`config.mk`:
```
export PLATFORM = sky130hd
export DESIGN_NAME = out_port_fifo_seq_flat
export DESIGN_NICKNAME = d
export VERILOG_FILES = /design/src/rtl/out_port_fifo_seq_pkg.sv /design/src/rtl/out_port_fifo_seq_if.sv /design/src/rtl/fifo_ptr_wrap.sv /design/src/rtl/out_port_fifo_seq.sv /design/src/flat_wrapper.sv
export SDC_FILE = /design/constraint.sdc
export NUM_CORES = 1
export LEC_CHECK = 0
export ABC_AREA = 1
export BUFFER_PORTS_ARGS = -buffer_cell sky130_fd_sc_hd__buf_4
export CORE_MARGIN = 2
export CORE_UTILIZATION = 55
export CTS_CLUSTER_SIZE = 20
export DETAILED_ROUTE_END_ITERATION = 8
export GPL_TIMING_DRIVEN = 0
export HOLD_SLACK_MARGIN = 0.1
export MAX_ROUTING_LAYER = met4
export PLACE_DENSITY_LB_ADDON = 0.3
export SETUP_SLACK_MARGIN = 0.05
export SLEW_MARGIN = 30
export SYNTH_ARGS = -nofsm -noshare
export SYNTH_HDL_FRONTEND = slang
export SYNTH_HIERARCHICAL = 1
export SYNTH_SLANG_ARGS = --single-unit
```
`constraint.sdc`:
```
create_clock -name CLK -period 3 [get_ports CLK]
set_input_delay 0.15 -clock CLK [delete_from_list [all_inputs] [get_ports CLK]]
set_output_delay 0.15 -clock CLK [all_outputs]
set_load 0.01 [all_outputs]
```
`src/rtl/out_port_fifo_seq_pkg.sv`:
```
// out_port_fifo_seq_pkg: constants shared by the output-port FIFO and the crossbar mux stages.
//   DEFAULT_DATA_WIDTH : payload width of the upstream 2x1 mux output
//   DUMMY_DATA         : all-zero word presented when no valid data is available
package out_port_fifo_seq_pkg;
    localparam int DEFAULT_DATA_WIDTH = 32;
    localparam logic [DEFAULT_DATA_WIDTH-1:0] DUMMY_DATA = '0;
endpackage

```
`src/rtl/out_port_fifo_seq_if.sv`:
```
// out_port_fifo_seq_if: upstream push, downstream pop and status signals of the output-port FIFO.
//   slave  : FIFO side (takes i_*, drives o_*)
//   master : environment side (drives i_*, takes o_*)
interface out_port_fifo_seq_if
    import out_port_fifo_seq_pkg::*;
#(
    parameter int DATA_WIDTH = DEFAULT_DATA_WIDTH,
    parameter int FIFO_DEPTH = 4
);
    localparam int CW = $clog2(FIFO_DEPTH) + 1;
    logic                  i_valid;
    logic [DATA_WIDTH-1:0] i_data_bus;
    logic                  i_ready;
    logic                  i_clear_ovf;
    logic                  o_valid;
    logic [DATA_WIDTH-1:0] o_data_bus;
    logic [CW-1:0]         o_count;
    logic                  o_full;
    logic                  o_empty;
    logic                  o_almost_full;
    logic                  o_overflow;
    modport slave (
        input  i_valid, i_data_bus, i_ready, i_clear_ovf,
        output o_valid, o_data_bus, o_count, o_full, o_empty, o_almost_full, o_overflow
    );
    modport master (
        output i_valid, i_data_bus, i_ready, i_clear_ovf,
        input  o_valid, o_data_bus, o_count, o_full, o_empty, o_almost_full, o_overflow
    );
endinterface

```
`src/rtl/fifo_ptr_wrap.sv`:
```
// fifo_ptr_wrap: enable-driven pointer that wraps modulo 2**W.
//   CLK : clock, rst : asynchronous active-low reset
//   en  : advance by one, ptr : current pointer value
module fifo_ptr_wrap #(
    parameter int W = 2
) (
    input  logic         CLK,
    input  logic         rst,
    input  logic         en,
    output logic [W-1:0] ptr
);
    always_ff @(posedge CLK or negedge rst)
        if (!rst) ptr <= '0;
        else if (en) ptr <= ptr + 1'b1;
endmodule

```
`src/rtl/out_port_fifo_seq.sv`:
```
// out_port_fifo_seq: output-port FIFO behind the crossbar mux; drops pushes when full and flags overflow.
//   CLK : clock, rst : asynchronous active-low reset
//   bus : push side (i_valid/i_data_bus), pop side (i_ready/o_valid/o_data_bus),
//         status (o_count/o_full/o_empty/o_almost_full/o_overflow), i_clear_ovf
module out_port_fifo_seq
    import out_port_fifo_seq_pkg::*;
#(
    parameter int DATA_WIDTH        = DEFAULT_DATA_WIDTH,
    parameter int FIFO_DEPTH        = 4,
    parameter int ALMOST_FULL_LEVEL = 3
) (
    input  logic              CLK,
    input  logic              rst,
    out_port_fifo_seq_if.slave bus
);
    localparam int AW = $clog2(FIFO_DEPTH);
    localparam int CW = AW + 1;

    logic [DATA_WIDTH-1:0] mem [FIFO_DEPTH];
    logic [AW-1:0]         wr_ptr, rd_ptr;
    logic [CW-1:0]         count;
    logic                  ovf, full, pop, push, drop;

    assign full = count == CW'(FIFO_DEPTH);
    // pop depends only on registered occupancy, so a full FIFO can accept a push in a popping cycle
    assign pop  = (count != '0) && bus.i_ready;
    assign push = bus.i_valid && (!full || pop);
    assign drop = bus.i_valid && full && !pop;

    fifo_ptr_wrap #(.W(AW)) u_wr (.CLK(CLK), .rst(rst), .en(push), .ptr(wr_ptr));
    fifo_ptr_wrap #(.W(AW)) u_rd (.CLK(CLK), .rst(rst), .en(pop),  .ptr(rd_ptr));

    always_ff @(posedge CLK)
        if (push) mem[wr_ptr] <= bus.i_data_bus;

    always_ff @(posedge CLK or negedge rst)
        if (!rst) count <= '0;
        else count <= count + CW'(push) - CW'(pop);

    // a drop in the same cycle as a clear keeps the flag set
    always_ff @(posedge CLK or negedge rst)
        if (!rst) ovf <= 1'b0;
        else if (drop) ovf <= 1'b1;
        else if (bus.i_clear_ovf) ovf <= 1'b0;

    assign bus.o_valid       = count != '0;
    assign bus.o_data_bus    = bus.o_valid ? mem[rd_ptr] : DATA_WIDTH'(DUMMY_DATA);
    assign bus.o_count       = count;
    assign bus.o_full        = full;
    assign bus.o_empty       = count == '0;
    assign bus.o_almost_full = count >= CW'(ALMOST_FULL_LEVEL);
    assign bus.o_overflow    = ovf;
endmodule

```
`src/flat_wrapper.sv`:
```
// flat-port wrapper written by rule: the top's interface ports become plain ports
module out_port_fifo_seq_flat import out_port_fifo_seq_pkg::*;
#(
    parameter int DATA_WIDTH        = DEFAULT_DATA_WIDTH,
    parameter int FIFO_DEPTH        = 4,
    parameter int ALMOST_FULL_LEVEL = 3
)
  (CLK, rst, bus_i_valid, bus_i_data_bus, bus_i_ready, bus_i_clear_ovf, bus_o_valid, bus_o_data_bus, bus_o_count, bus_o_full, bus_o_empty, bus_o_almost_full, bus_o_overflow);
  out_port_fifo_seq_if #(.DATA_WIDTH(DATA_WIDTH), .FIFO_DEPTH(FIFO_DEPTH)) bus_i ();
  input  logic CLK;
  input  logic rst;
  input wire logic [$bits(bus_i.i_valid)-1:0] bus_i_valid;
  input wire logic [$bits(bus_i.i_data_bus)-1:0] bus_i_data_bus;
  input wire logic [$bits(bus_i.i_ready)-1:0] bus_i_ready;
  input wire logic [$bits(bus_i.i_clear_ovf)-1:0] bus_i_clear_ovf;
  output wire logic [$bits(bus_i.o_valid)-1:0] bus_o_valid;
  output wire logic [$bits(bus_i.o_data_bus)-1:0] bus_o_data_bus;
  output wire logic [$bits(bus_i.o_count)-1:0] bus_o_count;
  output wire logic [$bits(bus_i.o_full)-1:0] bus_o_full;
  output wire logic [$bits(bus_i.o_empty)-1:0] bus_o_empty;
  output wire logic [$bits(bus_i.o_almost_full)-1:0] bus_o_almost_full;
  output wire logic [$bits(bus_i.o_overflow)-1:0] bus_o_overflow;
  assign bus_i.i_valid = bus_i_valid;
  assign bus_i.i_data_bus = bus_i_data_bus;
  assign bus_i.i_ready = bus_i_ready;
  assign bus_i.i_clear_ovf = bus_i_clear_ovf;
  assign bus_o_valid = bus_i.o_valid;
  assign bus_o_data_bus = bus_i.o_data_bus;
  assign bus_o_count = bus_i.o_count;
  assign bus_o_full = bus_i.o_full;
  assign bus_o_empty = bus_i.o_empty;
  assign bus_o_almost_full = bus_i.o_almost_full;
  assign bus_o_overflow = bus_i.o_overflow;
  out_port_fifo_seq #(.DATA_WIDTH(DATA_WIDTH), .FIFO_DEPTH(FIFO_DEPTH), .ALMOST_FULL_LEVEL(ALMOST_FULL_LEVEL)) u_core (.CLK(CLK), .rst(rst), .bus(bus_i));
endmodule
```
==> metrics.yaml <==
clock_tree:
  clockBufferDepth: 2
  clock_latency_ns: 0.52
  htree_num_levels: 4
  cts_tree: "built"
  clock_sinks: 136
  root_buffer: "clkbuf_8"
  cts.reportedPaths.clkPinSlew_ns: 0.06
  cts_resized: 0
  cts_made_buffers: 17
synthesis:
  synth.avg_cell_area_um2: 10.60
  synth_cells: 563
  synth-seq-area-share: 0.6777
  ys_ff_latch: 136
  synth_fp_nets: 603
  synth_cell_type_count: 20
  netlist_area_um2: 5967
  yosysWarnings: 6
worst_hold_path:
  hold_class: "in -> reg"
  worstHoldStart: "bus_i_data_bus[4]"
  hold_end: "u_core/mem[2][4]$_DFFE_PP_"
  holdPathStages: 2
sta:
  fin_crit_sh: 0.7719
  finalSetupTns_ns: 0
  drv_slew: 0
  hold_viol_final: 0
  timing.slew.headroom: 0.5330
  worst_clock_skew_ns: 0.003723
  tightest_slew_ns: 0.6988
  rsz0062_at_grt: "no"
  final.setup.worst_slack_ns: 0.6842
  max_freq_mhz: 431.8
  period_needed_ns: 2.316
  hold_ws_ns: 0.3725
  finalSetupViolCount: 0
floorplan:
  ios: 77
  die_h_um: 108.2
  rows: 38
  start_util: 0.5578
  die_area_um2: 11700
  coreArea_um2: 10700
  die_width_um: 108.2
power_and_ir_drop:
  finalPower_w: 0.007771
  p_per_area_nw_per_um2: 996.0
  leakage_nw: 3.574
  ir_drop_uv: 524.1
grt:
  grt_max_degree: 20
  track_usage: 0.2564
  grt_overflow: 0
  antenna_found_initial: 0
  grt_pass1_wl_um: 21220
  grt_pass1_vias: 4420
drt:
  viasPerCell: 4.973
  route.detailed.drc: 0
  num_vias: 4247
  wl_um: 13710
  ant_nets: 0
  first_iter_violations: 304
  drt_first_pass_iters: 5
  post_drt_wl_per_cell_um: 16.05
critical_path:
  startpoint_type: "register"
  r2r-end: "u_core/bus.o_count[2]$_DFF_PN0_"
  critPathKind: "reg -> reg"
  r2r_cells: 8
  r2r-start: "u_core/bus.o_count[1]$_DFF_PN0_"
  cp-end-kind: "register"
  r2r_slack_ns: 0.68
  arrival_ns: 2.72
  required_ns: 3.41
  cp_max_fo: 6
layout:
  final_common_cell: "nand2_1"
  drive_gt1_frac: 0.2101
  regArea_um2: 4044
  final_area_um2: 7802
  nFillCells: 695
  multi_input_area_um2: 1222
  area_growth_pct: 30.76
  layout_common_cells: "143 x nand2_1, 141 x inv_1, 128 x edfxtp_1, 86 x buf_4, 68 x nand3_1"
  diodes: 0
  fin_nets: 741
placed_design:
  port_buffers: 76
  hpwl_um: 8062
  dp_slack_ns: 0.9283
  placed_cell_area_um2: 6853
  place_congestion: 0.7609
job:
  drv_cap: 0
outcome:
  outcome: "finished, final reports clean"
==> repair_timing <==
item,in CTS,in global routing
endpoints found under the setup margin,0,0
hold buffers,39,0
hold endpoints to repair,141,0
setup buffers,0,0
==> through the flow <==
step | instances | util
global route | 854 | 0.7294
finish | 854 | 0.7294
global placement | 779 | 0.6275
CTS | 854 | 0.7294
floorplan | 563 | -
detailed placement | 783 | 0.6406
==> worst max path at each step <==
stage                     cells after the start                       startpoint                         endpoint
after detailed placement                      5  u_core/bus.o_count[1]$_DFF_PN0_      u_core/mem[2][14]$_DFFE_PP_
after global placement                        4  u_core/bus.o_count[1]$_DFF_PN0_      u_core/mem[0][14]$_DFFE_PP_
final                                         8  u_core/bus.o_count[1]$_DFF_PN0_  u_core/bus.o_count[2]$_DFF_PN0_
after CTS                                     8  u_core/bus.o_count[1]$_DFF_PN0_  u_core/bus.o_count[2]$_DFF_PN0_
after floorplan                               4  u_core/bus.o_count[1]$_DFF_PN0_       u_core/mem[0][0]$_DFFE_PP_
after global routing                          8  u_core/bus.o_count[1]$_DFF_PN0_  u_core/bus.o_count[2]$_DFF_PN0_
==> kinds of logic after synthesis <==
group	synth area share
AND/OR/NAND/NOR	0.1558
buffers and inverters	0.1225
flip-flops	0.6777
AO/OA/AOI/OAI	0.03502
adder cells (fa/ha/maj)	0.007548
XOR/XNOR	0.001468
==> cells in the mapped netlist (all sizes together) <==
library cell	n	area [µm²]
buf	23	190.2
fa	1	20.02
o22ai	1	6.260
edfxtp	128	3844
a21oi	32	197.7
o21ai	1	5.000
dfrtp	8	200.2
nor2	9	41.29
nor3	1	5.000
xor2	1	8.760
ha	2	25.02
nand2	144	543.0
inv	144	540.5
nand3	68	340.3
==> power breakdown <==
part	leakage, nW	switching, W	internal [W]
sequential	1.27	0.000131	0.00247
combinational	2.03	0.00186	0.00133
clock	0.274	0.000727	0.00125
==> final cells by class <==
class | count | share of cell area
plain buffers | 23 | 0.02437
clock buffers | 21 | 0.05500
clock inverters | 11 | 0.01668
inverters | 144 | 0.06928
multi-input cells | 260 | 0.1567
flip-flops and latches | 136 | 0.5183
well taps | 140 | 0.02245
repair buffers | 119 | 0.1373
==> routing by layer <==
| metal | track usage | vias to the layer above | wire length [µm] |
|---|---|---|---|
| met5 | - | - | 0 |
| met1 | 0.2892 | 2005 | 5368 |
| met3 | 0.04039 | 25 | 727 |
| met2 | 0.4506 | 162 | 7284 |
| li1 | - | 2055 | - |
| met4 | 0.1163 | 0 | 325 |
==> sequential cells by signal, indices dropped and copies added, names as in the netlist <==
name                   count
u_core/u_rd/ptr            2
u_core/mem               128
u_core/u_wr/ptr            2
u_core/bus.o_overflow      1
u_core/bus.o_count         3
==> critical path, stage by stage (launching register included) <==
cell,delay [ns]
dfrtp_1,0.44
nor2_2,0.17
nand3_1,0.15
nand3_1,0.12
dlygate4sd3_1,0.55
nand2_1,0.05
ha_1,0.19
fa_1,0.37
xor2_1,0.17
(Power assumes the default switching activity.)
